File: config.mk
export PLATFORM = sky130hd
export DESIGN_NAME = avr_prefetch_queue_flat
export DESIGN_NICKNAME = d
export VERILOG_FILES = /design/src/rtl/avr_prefetch_queue_if.sv /design/src/rtl/avr_prefetch_queue.sv /design/src/flat_wrapper.sv
export SDC_FILE = /design/constraint.sdc
export NUM_CORES = 1
export LEC_CHECK = 0
export CORE_AREA = 3 3 185 133
export DETAILED_ROUTE_END_ITERATION = 8
export DIE_AREA = 0 0 188 136
export GPL_TIMING_DRIVEN = 0
export PLACE_DENSITY = 0.51
export SLEW_MARGIN = 30
export SYNTH_ARGS = -nofsm -noshare
export SYNTH_HDL_FRONTEND = slang
export SYNTH_SLANG_ARGS = --single-unit
File: constraint.sdc
create_clock -name CLK -period 2.14 [get_ports CLK]
set_clock_uncertainty 0.15 [all_clocks]
set_input_delay 0.321 -clock CLK [delete_from_list [all_inputs] [get_ports CLK]]
set_output_delay 0.321 -clock CLK [all_outputs]
set_load 0.01 [all_outputs]
File: src/rtl/avr_prefetch_queue_if.sv
// Bundle of the prefetch queue's fetch-side and consumer-side signals.
// The slave modport is the queue. The master modport is the core or memory
// side that drives the queue.
interface avr_prefetch_queue_if #(
  parameter int DEPTH = 4
);
  localparam int LW = $clog2(DEPTH) + 1;

  logic          flush;
  logic [15:0]   flush_addr;
  logic          pm_en;
  logic [15:0]   pm_addr;
  logic [15:0]   pm_data;
  logic          out_valid;
  logic [15:0]   out_instr;
  logic [15:0]   out_pc;
  logic          out_pop;
  logic [LW-1:0] level;

  modport slave (
    input  flush, flush_addr, pm_data, out_pop,
    output pm_en, pm_addr, out_valid, out_instr, out_pc, level
  );

  modport master (
    output flush, flush_addr, pm_data, out_pop,
    input  pm_en, pm_addr, out_valid, out_instr, out_pc, level
  );
endinterface

File: src/rtl/avr_prefetch_queue.sv
// Instruction prefetch queue for an AVR-style core.
// It issues one program-memory read per cycle while there is room.
// There is room when the queued entries plus the single read still
// outstanding fit in DEPTH.
// Each returning word is stored together with the address it was fetched
// from.
// A flush drops the queue contents and the outstanding read, then restarts
// fetching at a new address.
module avr_prefetch_queue #(
  parameter int DEPTH = 4
) (
  input  logic                 CLK,
  input  logic                 RST,
  avr_prefetch_queue_if.slave  bus
);
  localparam int PW = $clog2(DEPTH);
  localparam int LW = $clog2(DEPTH) + 1;

  typedef logic [PW-1:0] ptr_t;

  logic [31:0]   entries_q [DEPTH];
  logic [15:0]   fetchPc_q, fetchPc_d;
  logic [15:0]   tag_q, tag_d;
  logic          inflight_q, inflight_d;
  ptr_t          rdPtr_q, rdPtr_d;
  ptr_t          wrPtr_q, wrPtr_d;
  logic [LW-1:0] level_q, level_d;

  logic          pmEn;
  logic          doPush;
  logic          doPop;
  logic          headValid;

  // Request and handshake qualifiers.
  // The outstanding read counts against free space, so a returning word
  // always has a slot waiting for it.
  always_comb begin
    pmEn      = !RST && !bus.flush &&
                ((int'(level_q) + int'(inflight_q)) < DEPTH);
    doPush    = !RST && !bus.flush && inflight_q;
    doPop     = !RST && !bus.flush && bus.out_pop && (level_q != '0);
    headValid = !RST && (level_q != '0);
  end

  // Next-state computation.
  // A flush overrides push, pop and any new request. The outstanding read
  // is cancelled because pmEn is low in a flush cycle.
  always_comb begin
    fetchPc_d  = fetchPc_q;
    tag_d      = tag_q;
    inflight_d = pmEn;
    rdPtr_d    = rdPtr_q;
    wrPtr_d    = wrPtr_q;
    level_d    = level_q;

    if (bus.flush) begin
      fetchPc_d = bus.flush_addr;
      rdPtr_d   = '0;
      wrPtr_d   = '0;
      level_d   = '0;
    end else begin
      if (pmEn) begin
        fetchPc_d = fetchPc_q + 16'd1;
        tag_d     = fetchPc_q;
      end
      if (doPush) begin
        wrPtr_d = wrPtr_q + ptr_t'(1);
      end
      if (doPop) begin
        rdPtr_d = rdPtr_q + ptr_t'(1);
      end
      case ({doPush, doPop})
        2'b10:   level_d = level_q + LW'(1);
        2'b01:   level_d = level_q - LW'(1);
        default: level_d = level_q;
      endcase
    end
  end

  // Control state register with synchronous reset.
  always_ff @(posedge CLK) begin
    if (RST) begin
      fetchPc_q  <= '0;
      tag_q      <= '0;
      inflight_q <= 1'b0;
      rdPtr_q    <= '0;
      wrPtr_q    <= '0;
      level_q    <= '0;
    end else begin
      fetchPc_q  <= fetchPc_d;
      tag_q      <= tag_d;
      inflight_q <= inflight_d;
      rdPtr_q    <= rdPtr_d;
      wrPtr_q    <= wrPtr_d;
      level_q    <= level_d;
    end
  end

  // Entry storage.
  // Each entry holds the returning word in the upper half and the address
  // it came from in the lower half. No reset is needed because the outputs
  // are masked while the queue is empty.
  always_ff @(posedge CLK) begin
    if (doPush) begin
      entries_q[wrPtr_q] <= {bus.pm_data, tag_q};
    end
  end

  // Drive the bus outputs.
  // The head fields read as zero whenever there is nothing valid to show.
  always_comb begin
    bus.pm_en     = pmEn;
    bus.pm_addr   = fetchPc_q;
    bus.level     = level_q;
    bus.out_valid = headValid;
    bus.out_instr = headValid ? entries_q[rdPtr_q][31:16] : 16'h0000;
    bus.out_pc    = headValid ? entries_q[rdPtr_q][15:0]  : 16'h0000;
  end
endmodule

File: src/flat_wrapper.sv
// flat-port wrapper written by rule: the top's interface ports become plain ports
module avr_prefetch_queue_flat 
#(
  parameter int DEPTH = 4
)
  (CLK, RST, bus_flush, bus_flush_addr, bus_pm_data, bus_out_pop, bus_pm_en, bus_pm_addr, bus_out_valid, bus_out_instr, bus_out_pc, bus_level);
  avr_prefetch_queue_if #(.DEPTH(DEPTH)) bus_i ();
  input  logic CLK;
  input  logic RST;
  input wire logic [$bits(bus_i.flush)-1:0] bus_flush;
  input wire logic [$bits(bus_i.flush_addr)-1:0] bus_flush_addr;
  input wire logic [$bits(bus_i.pm_data)-1:0] bus_pm_data;
  input wire logic [$bits(bus_i.out_pop)-1:0] bus_out_pop;
  output wire logic [$bits(bus_i.pm_en)-1:0] bus_pm_en;
  output wire logic [$bits(bus_i.pm_addr)-1:0] bus_pm_addr;
  output wire logic [$bits(bus_i.out_valid)-1:0] bus_out_valid;
  output wire logic [$bits(bus_i.out_instr)-1:0] bus_out_instr;
  output wire logic [$bits(bus_i.out_pc)-1:0] bus_out_pc;
  output wire logic [$bits(bus_i.level)-1:0] bus_level;
  assign bus_i.flush = bus_flush;
  assign bus_i.flush_addr = bus_flush_addr;
  assign bus_i.pm_data = bus_pm_data;
  assign bus_i.out_pop = bus_out_pop;
  assign bus_pm_en = bus_i.pm_en;
  assign bus_pm_addr = bus_i.pm_addr;
  assign bus_out_valid = bus_i.out_valid;
  assign bus_out_instr = bus_i.out_instr;
  assign bus_out_pc = bus_i.out_pc;
  assign bus_level = bus_i.level;
  avr_prefetch_queue #(.DEPTH(DEPTH)) u_core (.CLK(CLK), .RST(RST), .bus(bus_i));
endmodule
== After elaboration in Yosys (flattened, before gate mapping) ==
Memories as Yosys holds them, arrays and structs flattened. A register that Yosys moved wholly into a read port is not among the register bits.
Cells that the tools add are included.

* Memories kept: 1
* Logic and storage cells: 39
* Bits in latches: 0
* Flip-flop bits (word level): 40
* Output and inout bits: 53
* Memory bits (read-only): 0
* Input bits: 36
* Bits in writable memories: 128

* Divide/modulo/power cells: 0
* $lt $le $gt $ge: 1
* Equality and inequality tests: 2
* Bitwise logic cells: 1
* $mul: 0
* Add/sub/neg operators: 6
* Reduce and logical (&&, ||, !) cells: 13
* Mux-type cells: 9
* Shifts and indexed selects: 0

{| class="wikitable"
|+ Memory list
! name !! depth !! bits a word !! read ports !! clocked after Yosys merged registers in !! write ports !! line !! text
|-
| u_core.entries_q || 4 || 32 || 1 || 1 || 1 || avr_prefetch_queue.sv:21 || <nowiki>logic [31:0] entries_q [DEPTH];</nowiki>
|}

{| class="wikitable"
|+ Operator list
! kind !! count
|-
| 2-to-1 mux 16 bit || 4
|-
| < comparator 32 x 4 -> 1 bit, second input constant || 1
|-
| adder 16 x 1 -> 16 bit, second input constant || 1
|-
| logical AND 1 bit || 6
|-
| one-hot mux 3 bit (2 select lines) || 1
|-
| adder 2 x 1 -> 2 bit, second input constant || 2
|-
| adder 3 x 1 -> 4 bit || 1
|-
| 2-to-1 mux 2 bit || 2
|-
| nonzero test 2 bit || 2
|-
| adder 3 x 1 -> 3 bit, second input constant || 1
|-
| nonzero test 3 bit || 1
|-
| subtractor 3 x 1 -> 3 bit, second input constant || 1
|-
| equality test 2 x 1 -> 1 bit, second input constant || 1
|-
| equality test 2 bit, second input constant || 1
|-
| zero test 1 bit || 2
|-
| 2-to-1 mux 1 bit || 2
|-
| AND reduction 2 bit || 1
|-
| OR reduction 2 bit || 1
|-
| inverter 1 bit || 1
|}

== Logic depth before layout (Yosys ltp) ==
Gate-level depths: netlist of run 1.

* Depth after elaboration: 6
* Mapped depth: 9

== Least setup slack after synthesis of run 1 ==
OpenSTA, ideal clock, no wires.

* Kind: input to register
* Start: in RST
* End: reg u_core.level_q[2] (netlist: u_core.bus.level[2])
* Setup slack: -0.195 ns
* Data arrival time: 2.116 ns
* Path buffers: 1
* Required time: 1.920 ns
* Cell stages on the path: 9
* Cells stage by stage: clkbuf_1 -> nor2_1 -> and3_1 -> ha_1 -> inv_1 -> fa_1 -> xor2_1 -> or3_1 -> a21oi_1

* Cells in the longest elaborated chain, start to end: 6

{| class="wikitable"
|+ Ends and longest elaborated chain
! what !! line !! text
|-
| start, declared || flat_wrapper.sv:9 || <nowiki>input logic RST;</nowiki>
|-
| zero test 1 bit (*) || avr_prefetch_queue.sv:41 || <nowiki>doPop = !RST && !bus.flush && bus.out_pop && (level_q != '0);</nowiki>
|-
| logical AND 1 bit (*) (3 in series) || avr_prefetch_queue.sv:41 ||
|-
| named net u_core.doPop || avr_prefetch_queue.sv:31 || <nowiki>logic doPop;</nowiki>
|-
| equality test 2 x 1 -> 1 bit or equality test 2 bit (tied branches) || avr_prefetch_queue.sv:72 || <nowiki>case ({doPush, doPop})</nowiki>
|-
| one-hot mux 3 bit (2 select lines) or nonzero test 2 bit (tied branches) || n/a ||
|-
| end signal, assigned || avr_prefetch_queue.sv:95 || <nowiki>level_q <= level_d;</nowiki>
|-
| end, declared || avr_prefetch_queue.sv:27 || <nowiki>logic [LW-1:0] level_q, level_d;</nowiki>
|}

The timed path passes the listed nets; every way through them passes the cells marked *.
A chain may end at the register's enable or synchronous reset.

==> flow_results.xml, run 1 <==
<?xml version="1.0" encoding="UTF-8"?>
<metrics>
  <group name="place">
    <metric name="hpwl_after_detailed_placement" unit="um">11500</metric>
    <metric name="finalWeightedCongestion" unit="">0.798</metric>
    <metric name="portBuffers" unit="">88</metric>
    <metric name="dp_cells" unit="">857</metric>
  </group>
  <group name="synth">
    <metric name="post_synth_inst_count" unit="">453</metric>
    <metric name="syn-num-nets" unit="">496</metric>
    <metric name="number_of_warnings_printed_during_yosys_synthesis" unit="">0</metric>
    <metric name="synth.yosys.seq_area_share" unit="%">68.5</metric>
    <metric name="synth_top_area_share" unit="%">56.2</metric>
    <metric name="synth.ff_latch_count" unit="">170</metric>
    <metric name="netlist-cell-type-count" unit="">44</metric>
    <metric name="synth-main-ff-cell" unit="">sky130_fd_sc_hd__edfxtp_1</metric>
    <metric name="synth.cell_area" unit="mm^2">0.00683</metric>
    <metric name="netlist_top_cells_area" unit="">sky130_fd_sc_hd__edfxtp_1, sky130_fd_sc_hd__dfxtp_1, sky130_fd_sc_hd__mux4_2</metric>
    <metric name="async_flop_share" unit="%">0</metric>
    <metric name="synth.largest_area_cell" unit="">sky130_fd_sc_hd__edfxtp_1</metric>
    <metric name="synth.avg_cell_area" unit="um^2">15.1</metric>
    <metric name="number_of_enable_flip_flop_cells_after_synthesis" unit="">128</metric>
  </group>
  <group name="sta">
    <metric name="minimum_hold_slack" unit="ns">0.288</metric>
    <metric name="fmax" unit="GHz">0.424</metric>
    <metric name="finalSetupViolations" unit="">33</metric>
    <metric name="final.period_utilization" unit="%">110</metric>
    <metric name="report.final.slew_viol_count" unit="">0</metric>
    <metric name="fin_crit" unit="ns">2.36</metric>
    <metric name="setup_slack" unit="ns">-0.218</metric>
    <metric name="final_number_of_hold_violating_endpoints" unit="">0</metric>
    <metric name="worst_pin_slew" unit="ns">0.598</metric>
    <metric name="maxSlewHeadroom" unit="%">60.1</metric>
    <metric name="rsz_0062_raised_after_global_routing" unit="">yes</metric>
  </group>
  <group name="critical_path">
    <metric name="cp-start-kind" unit="">register</metric>
    <metric name="endpoint_arrival_time_on_the_critical_path" unit="ns">1.89</metric>
    <metric name="crit_path_max_fanout" unit="">5</metric>
    <metric name="critPathRequiredTime" unit="ns">1.67</metric>
    <metric name="setup.reg_to_reg.worst_slack" unit="ns">-0.05</metric>
    <metric name="critPathCaptureType" unit="">output port</metric>
    <metric name="worstSetupPathType" unit="">register to output port</metric>
  </group>
  <group name="floorplanning">
    <metric name="fp.dieW" unit="um">188</metric>
    <metric name="die_area" unit="mm^2">0.0256</metric>
    <metric name="floorplan_die_height" unit="um">136</metric>
    <metric name="io_pins" unit="">89</metric>
    <metric name="floorplan.core_area" unit="mm^2">0.0227</metric>
    <metric name="floorplan.rows" unit="">46</metric>
    <metric name="initial_core_utilization" unit="%">30.1</metric>
  </group>
  <group name="global_routing">
    <metric name="global_route.overflow_total" unit="">0</metric>
    <metric name="grt_start_max_net_pins" unit="">20</metric>
    <metric name="gr-usage-all-layers" unit="%">13.9</metric>
    <metric name="antenna_found_initial" unit="">0</metric>
    <metric name="grt_pass1_wl" unit="um">26700</metric>
    <metric name="first_global_vias" unit="">4626</metric>
  </group>
  <group name="drt">
    <metric name="antenna_left" unit="">0</metric>
    <metric name="num_vias" unit="">4485</metric>
    <metric name="drt_pre_antenna_iters" unit="">5</metric>
    <metric name="vias_per_cell" unit="">4.88</metric>
    <metric name="route.final.wire_length" unit="um">17200</metric>
    <metric name="routedWlPerCell" unit="um">18.7</metric>
    <metric name="drc" unit="">0</metric>
    <metric name="1st_iter_drt_viols" unit="">300</metric>
  </group>
  <group name="clocking">
    <metric name="cts-root-to-sink-buffers" unit="">2</metric>
    <metric name="path_clk_slew" unit="ns">0.06</metric>
    <metric name="clk_root_buffer_cell" unit="">sky130_fd_sc_hd__clkbuf_16</metric>
    <metric name="htree_depth" unit="">4</metric>
    <metric name="clock_latency" unit="ns">0.42</metric>
    <metric name="cts_made_buffers" unit="">17</metric>
    <metric name="clock_sinks" unit="">170</metric>
    <metric name="tritoncts" unit="">yes</metric>
    <metric name="cts.hold.buffers_added" unit="">0</metric>
  </group>
  <group name="power">
    <metric name="internal_power" unit="uW">5670</metric>
    <metric name="power.switching_fraction" unit="%">20.5</metric>
    <metric name="seq_power_share" unit="%">50.8</metric>
    <metric name="clock_power_share" unit="%">44.2</metric>
    <metric name="combPwrFrac" unit="%">5.0</metric>
    <metric name="cell_pwr_density" unit="mW/mm^2">750</metric>
    <metric name="p_sw" unit="uW">1460</metric>
    <metric name="vdd_drop_max" unit="mV">0.416</metric>
    <metric name="power.static_leakage" unit="uW">0.00336</metric>
    <metric name="report.power.total" unit="uW">7130</metric>
  </group>
  <group name="cells_and_area">
    <metric name="fillers" unit="">2057</metric>
    <metric name="fin_nets" unit="">637</metric>
    <metric name="layout.cells.non_filler" unit="">919</metric>
    <metric name="syn_to_final_growth" unit="%">39.3</metric>
    <metric name="antenna_cells_inserted" unit="">0</metric>
    <metric name="layout-drive-gt1-share" unit="%">35.3</metric>
  </group>
  <group name="status">
    <metric name="status" unit="">complete, but fails checks</metric>
    <metric name="violations" unit="">setup timing</metric>
  </group>
  <group name="job">
    <metric name="max_cap_viols" unit="">0</metric>
  </group>
  <group name="hold_path">
    <metric name="holdCritPathClass" unit="">primary input to register</metric>
  </group>
</metrics>
worst paths after layout:
path / from / cells after the start / endpoint
worst min-delay path: RST / 3 / u_core.bus.pm_addr[8]
worst min register to register: u_core.tag_q[2] / 2 / u_core.tag_q[2]
worst max-delay path: register / 5 / bus_out_pc[12]
worst max register to register: u_core.bus.level[1] / 9 / u_core.bus.level[2]
power by group through the flow:
stage,registers [uW],logic [uW],clock network [uW]
6_report,3630,356,3150
5_1_grt,3630,386,3360
4_1_cts,3630,355,3200
3_5_place_dp,3700,327,0
3_3_place_gp,3700,317,0
2_1_floorplan,3690,133,0
registers in the layout, indices dropped and copies added (netlist names), named ones only:
name and flops:
u_core.entries_q 128, u_core.bus.pm_addr 16, u_core.tag_q 16, u_core.bus.level 3, u_core.rdPtr_q 2, u_core.wrPtr_q 2
u_core.inflight_q 1
cell type report:
cell class | instances | area, um^2 | area share [%]
buffer | 22 | 231 | 2.43
inverter | 13 | 51.3 | 0.539
clock buffer | 23 | 547 | 5.75
multi-input combinational | 239 | 2150 | 22.6
tap | 312 | 390 | 4.10
sequential | 170 | 4710 | 49.4
clock inverter | 9 | 77.6 | 0.815
timing repair buffer | 131 | 1360 | 14.3
synth_stat cells (5+ instances only):
| master | number |
|---|---|
| sky130_fd_sc_hd__a21oi_1 | 27 |
| sky130_fd_sc_hd__inv_1 | 13 |
| sky130_fd_sc_hd__nor2_1 | 13 |
| sky130_fd_sc_hd__buf_2 | 5 |
| sky130_fd_sc_hd__clkbuf_1 | 20 |
| sky130_fd_sc_hd__nand2_1 | 49 |
| sky130_fd_sc_hd__mux4_2 | 32 |
| sky130_fd_sc_hd__and3_1 | 42 |
| sky130_fd_sc_hd__ha_1 | 6 |
| sky130_fd_sc_hd__edfxtp_1 | 128 |
| sky130_fd_sc_hd__dfxtp_1 | 42 |
| sky130_fd_sc_hd__nand4_1 | 6 |
critical path, stage by stage (launching register included):
cell	delay, ns
sky130_fd_sc_hd__dfxtp_4	0.40
sky130_fd_sc_hd__buf_6	0.14
sky130_fd_sc_hd__buf_12	0.12
sky130_fd_sc_hd__mux4_2	0.52
sky130_fd_sc_hd__and3_4	0.18
sky130_fd_sc_hd__buf_6	0.11
logic make-up after synthesis:
| logic type | count (synthesis) | share of synthesized area (%) |
|---|---|---|
| buffers and inverters | 44 | 2.95 |
| multiplexers | 34 | 10.9 |
| adder cells (fa/ha/maj) | 7 | 1.39 |
| flip-flops | 170 | 68.5 |
| XOR/XNOR | 5 | 0.641 |
| AND/OR/NAND/NOR | 136 | 10.3 |
| AO/OA/AOI/OAI | 57 | 5.27 |
timing repair:
| action | in CTS | in global routing |
|---|---|---|
| endpoints found under the hold margin | 0 | 0 |
| pin swaps | 32 | 6 |
| gates resized for setup | 259 | 26 |
| gates cloned | 3 | 0 |
| endpoints found under the setup margin | 39 | 43 |
| setup buffers | 30 | 8 |
metal layers:
| layer | track usage, % | wire [um] | vias to the layer above |
|---|---|---|---|
| li1 | - | - | 2036 |
| met1 | 19.5 | 8250 | 2316 |
| met2 | 21.4 | 7940 | 122 |
| met3 | 4.18 | 871 | 11 |
| met4 | 2.92 | 90 | 0 |
| met5 | 0 | 0 | - |
cell usage in the layout (no fill, tap or decap), types with 5 or more instances in the layout:
cell type	instances
sky130_fd_sc_hd__a21oi_1	26
sky130_fd_sc_hd__and3_1	8
sky130_fd_sc_hd__and3_4	31
sky130_fd_sc_hd__buf_2	7
sky130_fd_sc_hd__buf_4	24
sky130_fd_sc_hd__buf_6	43
sky130_fd_sc_hd__clkbuf_1	5
sky130_fd_sc_hd__clkbuf_16	22
sky130_fd_sc_hd__clkbuf_8	7
sky130_fd_sc_hd__clkdlybuf4s50_1	52
sky130_fd_sc_hd__clkinv_2	5
sky130_fd_sc_hd__dfxtp_1	35
sky130_fd_sc_hd__dfxtp_4	5
sky130_fd_sc_hd__edfxtp_1	128
sky130_fd_sc_hd__ha_1	5
sky130_fd_sc_hd__inv_1	10
sky130_fd_sc_hd__mux4_2	32
sky130_fd_sc_hd__nand2_1	48
sky130_fd_sc_hd__nand4_1	6
sky130_fd_sc_hd__nor2_1	11
per-stage QoR:
| stage | TNS (ns) | worst slack [ns] | util, % | area, um^2 |
|---|---|---|---|---|
| after global routing | -8.26 | -0.290 | 41.9 | 9520 |
| after floorplan | 0 | 0.0275 | - | 6870 |
| after detailed placement | -79.92 | -1.17 | 36.3 | 8260 |
| after CTS | -7.98 | -0.302 | 41.8 | 9490 |
| final | -5.63 | -0.218 | 41.9 | 9520 |
| after global placement | -193.35 | -1.20 | 35.8 | 8140 |
Note: power is estimated with default switching activity, not from simulation.
==> run 2: changes to the inputs <==
CTS_BUF_LIST = sky130_fd_sc_hd__clkbuf_16   (was unset)
PLACE_DENSITY = 0.49   (was 0.51)
clock period = 2.3 ns   (was 2.14 ns; I/O delays follow)
==> flow_results.xml, run 2 (same netlist as run 1, synthesis figures left out) <==
<?xml version="1.0" encoding="UTF-8"?>
<metrics>
  <group name="clocking">
    <metric name="cts.hold.buffers_added" unit="">0</metric>
    <metric name="cts-root-to-sink-buffers" unit="">2</metric>
    <metric name="htree_depth" unit="">4</metric>
    <metric name="tritoncts" unit="">yes</metric>
    <metric name="cts_made_buffers" unit="">17</metric>
    <metric name="clock_latency" unit="ns">0.42</metric>
    <metric name="clock_sinks" unit="">170</metric>
    <metric name="clk_root_buffer_cell" unit="">sky130_fd_sc_hd__clkbuf_16</metric>
    <metric name="path_clk_slew" unit="ns">0.06</metric>
  </group>
  <group name="critical_path">
    <metric name="critical-path-max-stage-delay" unit="ns">0.49</metric>
    <metric name="worstSetupPathType" unit="">register to output port</metric>
    <metric name="crit_path_max_fanout" unit="">6</metric>
    <metric name="setup.reg_to_reg.worst_slack" unit="ns">0.10</metric>
    <metric name="critical_path.reg2reg.endpoint" unit="">u_core.bus.level[2]</metric>
    <metric name="endpoint_arrival_time_on_the_critical_path" unit="ns">1.91</metric>
    <metric name="cp_cell_sequence" unit="">buf_12, buf_8, mux4_2, and3_4, buf_6</metric>
    <metric name="cp_slowest_cell" unit="">sky130_fd_sc_hd__mux4_2</metric>
    <metric name="path_delay_family" unit="">multiplexers</metric>
    <metric name="path_buf_inv" unit="">3</metric>
    <metric name="cp-start-kind" unit="">register</metric>
    <metric name="reg2regPathDepth" unit="">8</metric>
    <metric name="critPathCaptureType" unit="">output port</metric>
    <metric name="critPathRequiredTime" unit="ns">1.80</metric>
    <metric name="beginning_of_the_worst_register_to_register_path" unit="">u_core.bus.level[2]</metric>
  </group>
  <group name="drt">
    <metric name="routedWlPerCell" unit="um">18.8</metric>
    <metric name="route.final.wire_length" unit="um">17000</metric>
    <metric name="drc" unit="">0</metric>
    <metric name="antenna_left" unit="">0</metric>
    <metric name="vias_per_cell" unit="">4.86</metric>
    <metric name="drt_pre_antenna_iters" unit="">5</metric>
    <metric name="1st_iter_drt_viols" unit="">398</metric>
    <metric name="num_vias" unit="">4400</metric>
  </group>
  <group name="cells_and_area">
    <metric name="largest_register_by_flop_count" unit="">u_core.entries_q</metric>
    <metric name="mostFrequentLayoutCell" unit="">sky130_fd_sc_hd__edfxtp_1</metric>
    <metric name="finish.instance_area" unit="mm^2">0.00928</metric>
    <metric name="fin_nets" unit="">625</metric>
    <metric name="final_cell_mix" unit="">sky130_fd_sc_hd__edfxtp_1, sky130_fd_sc_hd__clkdlybuf4s50_1, sky130_fd_sc_hd__nand2_1</metric>
    <metric name="layout-drive-gt1-share" unit="%">31.3</metric>
    <metric name="syn_to_final_growth" unit="%">35.8</metric>
    <metric name="antenna_cells_inserted" unit="">0</metric>
    <metric name="largest_register_ffs" unit="">128</metric>
  </group>
  <group name="sta">
    <metric name="final.period_utilization" unit="%">105</metric>
    <metric name="worst_pin_slew" unit="ns">0.684</metric>
    <metric name="finalSetupViolations" unit="">24</metric>
    <metric name="fmax" unit="GHz">0.416</metric>
    <metric name="maxSlewHeadroom" unit="%">54.4</metric>
    <metric name="setup_slack" unit="ns">-0.105</metric>
    <metric name="fin_crit" unit="ns">2.40</metric>
    <metric name="report.final.slew_viol_count" unit="">0</metric>
    <metric name="rsz_0062_raised_after_global_routing" unit="">yes</metric>
    <metric name="final_number_of_hold_violating_endpoints" unit="">0</metric>
  </group>
  <group name="power">
    <metric name="vdd_drop_max" unit="mV">0.471</metric>
    <metric name="power.static_leakage" unit="uW">0.00324</metric>
    <metric name="cell_pwr_density" unit="mW/mm^2">707</metric>
    <metric name="report.power.total" unit="uW">6570</metric>
  </group>
  <group name="global_routing">
    <metric name="first_global_vias" unit="">4544</metric>
    <metric name="grt_pass1_wl" unit="um">26500</metric>
    <metric name="gr-usage-all-layers" unit="%">13.7</metric>
    <metric name="grt_start_max_net_pins" unit="">23</metric>
    <metric name="global_route.overflow_total" unit="">0</metric>
    <metric name="antenna_found_initial" unit="">0</metric>
  </group>
  <group name="floorplanning">
    <metric name="floorplan_die_height" unit="um">136</metric>
    <metric name="fp.dieW" unit="um">188</metric>
    <metric name="initial_core_utilization" unit="%">30.1</metric>
    <metric name="floorplan.core_area" unit="mm^2">0.0227</metric>
    <metric name="floorplan.rows" unit="">46</metric>
    <metric name="die_area" unit="mm^2">0.0256</metric>
    <metric name="io_pins" unit="">89</metric>
  </group>
  <group name="hold_path">
    <metric name="holdCritStartpoint" unit="">bus_flush</metric>
    <metric name="hold_path_depth" unit="">5</metric>
    <metric name="hold_path_end" unit="">u_core.bus.level[2]</metric>
    <metric name="holdCritPathClass" unit="">primary input to register</metric>
  </group>
  <group name="status">
    <metric name="violations" unit="">setup timing</metric>
    <metric name="status" unit="">complete, but fails checks</metric>
  </group>
  <group name="place">
    <metric name="placement.cell_area" unit="mm^2">0.00819</metric>
    <metric name="portBuffers" unit="">88</metric>
    <metric name="detailedPlace.worstSlack" unit="ns">-1.15</metric>
    <metric name="hpwl_after_detailed_placement" unit="um">11400</metric>
    <metric name="finalWeightedCongestion" unit="">0.838</metric>
  </group>
  <group name="job">
    <metric name="max_cap_viols" unit="">0</metric>
  </group>
</metrics>
-- run 2: changes by cell type in the layout (fill, tap and decap cells not counted), sizes merged, moves of 2 or more --
cell,delta
buf,-12
clkbuf,-6
clkinvlp,+3
bufinv,+2
-- run 2: layer usage --
metal  global-route usage, %  vias to the layer above  wire, um
li1                        -                     2023         -
met1                    19.6                     2227      8280
met2                    20.6                      132      7550
met3                    3.79                       18      1010
met4                    3.92                        0       193
met5                       0                        -         0
-- run 2: report_power, final --
part	internal (uW)	switching [uW]	total, uW	leakage [uW]
logic	173	162	335	0.00135
registers	3320	51.8	3370	0.00161
clock network	1690	1170	2860	0.000281
total	5180	1380	6570	0.00324
-- run 2: worst max-delay path by stage --
stage	from	end	slack, ns	cells past startpoint
after floorplan	u_core.bus.level[1]	u_core.bus.level[2]	0.005	9
after global placement	RST	bus_out_pc[6]	-1.17	7
after detailed placement	RST	bus_out_pc[8]	-1.15	7
after CTS	register	bus_out_instr[8]	-0.14	5
after global routing	register	bus_out_pc[3]	-0.17	5
final	register	bus_out_pc[4]	-0.10	5
-- run 2: timing repair --
item | 4_1_cts | 5_1_grt
buffers inserted | 21 | 4
endpoints found under the setup margin | 36 | 36
gates cloned | 2 | 0
pin swaps | 35 | 1
resized for setup | 258 | 13
-- run 2: tightest hold or removal path: cells and delay by family --
| family | cells | cell delay (ns) |
|---|---|---|
| AO/OA/AOI/OAI | 1 | 0.04 |
| AND/OR/NAND/NOR | 1 | 0.13 |
| buffers and inverters | 3 | 0.34 |
-- run 2: metrics by stage --
stage | cells | utilization (%) | hold WS [ns] | TNS [ns]
finish | 906 | 40.8 | 0.329 | -1.53
global route | 906 | 40.8 | 0.371 | -3.61
global placement | 853 | 35.7 | 0.333 | -190.23
CTS | 908 | 41.0 | 0.350 | -3.14
floorplan | 453 | - | 0.294 | 0
detailed placement | 857 | 36.0 | 0.341 | -69.65
-- run 2: final cells by class --
class	instances	area, um^2
fill	2076	13500
clock buffer	17	425
clock inverter	14	159
tap	312	390
multi-input combinational	239	2110
inverter	13	51.3
sequential	170	4700
buffer	24	244
timing repair buffer	117	1200
==> RTL edit 1: new RTL, flow settings as in run 1 <==
`DEPTH` is set to 4 in 3 places; all go to 2.
--- a/src/rtl/avr_prefetch_queue_if.sv
+++ b/src/rtl/avr_prefetch_queue_if.sv
@@ -2,7 +2,7 @@
 // The slave modport is the queue. The master modport is the core or memory
 // side that drives the queue.
 interface avr_prefetch_queue_if #(
-  parameter int DEPTH = 4
+  parameter int DEPTH = 2
 );
   localparam int LW = $clog2(DEPTH) + 1;
 
--- a/src/rtl/avr_prefetch_queue.sv
+++ b/src/rtl/avr_prefetch_queue.sv
@@ -7,7 +7,7 @@
 // A flush drops the queue contents and the outstanding read, then restarts
 // fetching at a new address.
 module avr_prefetch_queue #(
-  parameter int DEPTH = 4
+  parameter int DEPTH = 2
 ) (
   input  logic                 CLK,
   input  logic                 RST,
--- a/src/flat_wrapper.sv
+++ b/src/flat_wrapper.sv
@@ -1,7 +1,7 @@
 // flat-port wrapper written by rule: the top's interface ports become plain ports
 module avr_prefetch_queue_flat 
 #(
-  parameter int DEPTH = 4
+  parameter int DEPTH = 2
 )
   (CLK, RST, bus_flush, bus_flush_addr, bus_pm_data, bus_out_pop, bus_pm_en, bus_pm_addr, bus_out_valid, bus_out_instr, bus_out_pc, bus_level);
   avr_prefetch_queue_if #(.DEPTH(DEPTH)) bus_i ();
Interface: changed (resized bus_level); port bits go from 89 to 88. The function was not compared with the original's and may differ.
==> RTL edit 1 against run 1 <==
Synthesized area down 40%; largest cell class unchanged; wire length down 37%; sequential cell count down 68; total power down 43%; hold slack worse by 160 ps; non-clock buffer count down 44; cell area down 39%; worst setup slack better by 250 ps; fmax up 12%.
==> RTL edit 1: results (changes against run 1) <==
[cts]
cts_resized=78  ; -70%
insertion_delay_ps=340  ; -80 ps
cts.sinks=102  ; -40%
post-cts-setup-buffers=3  ; -90%

[cells_and_area]
final_nets=482  ; -24%
clock_area_frac=0.0501  ; -0.0155
inverters=7  ; -6
fillers=2398  ; +17%
seq-cell-share=0.462  ; -0.0328
drive_above_1_share=0.122  ; -0.230
nNonClkBuffers=109  ; -29%
multi_input_area_share=0.235  ; +0.00835
largest_reg_flops=64  ; -50%

[setup_path]
r2r_cells=4  ; -5

[routing]
drt_first_iter_violations=196  ; -35%
wl_per_cell_um=14.2  ; -24%

[timing]
relSlewSlack=0.639  ; +0.0377

[place]
gp_congestion=0.785  ; -1.6%
pre_cts_ws_ps=-690  ; +483 ps

[worst_hold_path]
min_path_cells=2  ; -1

[synthesis]
synth_edf_count=64  ; -50%
synth_xor_area_frac=0.0255  ; +0.0191
synthAdderAreaFrac=0.00607  ; -0.00784
synth_top_family_by_area=simple AND/OR/NAND/NOR gates
syn_area_per_cell_um2=12.0  ; -20%
synthTopCellsByArea=edfxtp_1 47%, dfxtp_1 18%, mux2i_1 7.8%
postSynthNetCount=381  ; -23%

[global_routing]
grt_pass1_wl_um=16800  ; -37%

[status]
outcome=completed

[RTL edit 1: how the worst max path moves through the flow]
stage,endpoint,slack (ps),depth (start not counted)
after floorplan,u_core.entries_q[0][0],20,4
after global placement,u_core.entries_q[0][24],-930,4
after detailed placement,bus_pm_en,-690,6
after CTS,bus_out_pc[10],9,6
after global routing,u_core.bus.level[1],-50,8
final,u_core.bus.level[1],30,8
[RTL edit 1: where the power goes]
| part | switching (mW) | total (mW) | internal (mW) |
|---|---|---|---|
| registers | 0.0617 | 2.19 | 2.13 |
| logic | 0.130 | 0.280 | 0.150 |
| clock network | 0.695 | 1.60 | 0.903 |
[RTL edit 1: routing by layer]
metal  up-vias  track usage
met5         -            0
met4         0       0.0162
met3         8       0.0322
met2        94        0.122
met1      1368        0.121
li1       1451            -
[RTL edit 1: worst max-delay path: stages]
cell and delay, ps:
dlygate4sd2_1 300, clkbuf_4 210, or2_2 280, clkbuf_1 170, nor2_1 130, ha_1 270
or3_1 390, a21oi_1 160
==> RTL edit 2: new RTL, config.mk and constraints of run 1 <==
Without the edit above. `tag_q` no longer has a reset.
--- a/src/rtl/avr_prefetch_queue.sv
+++ b/src/rtl/avr_prefetch_queue.sv
@@ -81,19 +81,21 @@
   always_ff @(posedge CLK) begin
     if (RST) begin
       fetchPc_q  <= '0;
-      tag_q      <= '0;
       inflight_q <= 1'b0;
       rdPtr_q    <= '0;
       wrPtr_q    <= '0;
       level_q    <= '0;
     end else begin
       fetchPc_q  <= fetchPc_d;
-      tag_q      <= tag_d;
       inflight_q <= inflight_d;
       rdPtr_q    <= rdPtr_d;
       wrPtr_q    <= wrPtr_d;
       level_q    <= level_d;
     end
+  end
+
+  always_ff @(posedge CLK) begin
+    tag_q <= tag_d;
   end
 
   // Entry storage.
Formal check against the unedited RTL: same outputs for any inputs over 4 cycles, from zero or initial values and one cycle with RST high; that may be too few to reach the edited logic, so the function may still have changed.
==> RTL edit 2 against run 1 <==
The run still ends with negative setup slack left; worst setup slack improved by 26 ps; fmax increased by 1.1%; non-clock buffer count decreased by 28; sequential cell count unchanged; wire length decreased by 12%; total power decreased by 3.8%; cell area decreased by 3.8%; synthesized area decreased by 2.0%; utilization decreased by 1.6 points; critical path type unchanged; critical endpoint is now bus_out_instr[9]; largest cell class unchanged; largest power group unchanged.
==> RTL edit 2: results (changes against run 1) <==
[synthesis]
synthAdderAreaFrac=0.0142  ; +0.000278
synth.area.mux_share=0.111  ; +0.00198
synth_commonest_cells=144 x edfxtp_1, 32 x mux4_2, 32 x nor2b_1
ys_types=40  ; -9.1%
ys_seq_area_frac=0.723  ; +0.0376
synth-compound-area-share=0.0323  ; -0.0204
synth_edf_count=144  ; +13%
synthTopCellsByArea=edfxtp_1 65%, mux4_2 11%, dfxtp_1 7.8%
postSynthNetCount=423  ; -15%
synth_xor_area_frac=0.0170  ; +0.0106

[timing]
tightest_slew_ps=944  ; +346 ps
tns_ps=-4210  ; +1420 ps
setup_viol=34  ; +3.0%
final.setup.worst_slack_ps=-192  ; +26.0 ps

[place]
gp_congestion=0.778  ; -2.5%
dp.final_hpwl_um=9650  ; -16%
place.port_buffers=86  ; -2.3%

[power]
p_switching_mw=1.49  ; +1.9%
swShare=0.217  ; +0.0121
seq_power_mw=3.70  ; +2%
p_clk_mw=2.88  ; -8.6%
ir_drop_uv=443  ; +6.5%

[cells_and_area]
clkbuf_count=20  ; -13%
drive_above_1_share=0.345  ; -0.00766
final_nets=549  ; -14%
comb.multi_input.count=179  ; -25%
fillers=2060  ; +0.15%
bufAreaShareNonClock=0.145  ; -0.0221
clock_area_frac=0.0615  ; -0.00409
register_area_mm2=0.00486  ; +3.3%
seq_cells=170  ; unchanged
nNonClkBuffers=125  ; -18%
multi_input_area_share=0.214  ; -0.0121

[global_routing]
grt_max_degree=33  ; +65%
grt_use_total=0.123  ; -0.0159
grt_pass1_vias=3951  ; -15%
grt_pass1_wl_um=23300  ; -13%

[cts]
post-cts-setup-buffers=19  ; -37%
insertion_delay_ps=420  ; about the same
cts_resized=231  ; -11%
clkTransAtPathRegs_ps=70

[worst_hold_path]
min_to=u_core.bus.pm_addr[9]
min_path_cells=2  ; -1
holdCritStartpoint=RST

[routing]
vias=3684  ; -18%
drt_first_iter_violations=200  ; -33%
wl_um=15100  ; -12%

[status]
violations=negative setup slack
outcome=complete, but fails checks

[setup_path]
r2r_cells=9  ; unchanged
critical-path-max-stage-delay_ps=470  ; -50 ps
reg2reg_slack_ps=-30  ; +20 ps

[RTL edit 2: worst register-to-register path: stages, from the launching register on]
cell     delay, ps
dfxtp_4        360
or3_4          390
buf_6          130
and3_4         180
ha_4           160
inv_2           50
fa_2           190
xor2_1          60
or3_1          300
a21oi_1        110
[RTL edit 2: per-layer routing]
layer / vias to the layer above / GRT usage / part of all wire
li1: 1740 / - / -
met1: 1851 / 0.166 / 0.47
met2: 83 / 0.194 / 0.48
met3: 10 / 0.0363 / 0.047
met4: 0 / 0.0354 / 0.0089
met5: - / 0 / 0
[RTL edit 2: per-stage QoR]
step	util	worst slack (ps)	cell area, µm²	std cells
6_report	0.403	-192	9150	831
5_1_grt	0.403	-255	9150	831
4_1_cts	0.397	-297	9030	831
3_5_place_dp	0.351	-604	7980	778
3_3_place_gp	0.351	-619	7980	778
2_1_floorplan	-	33.0	6730	380
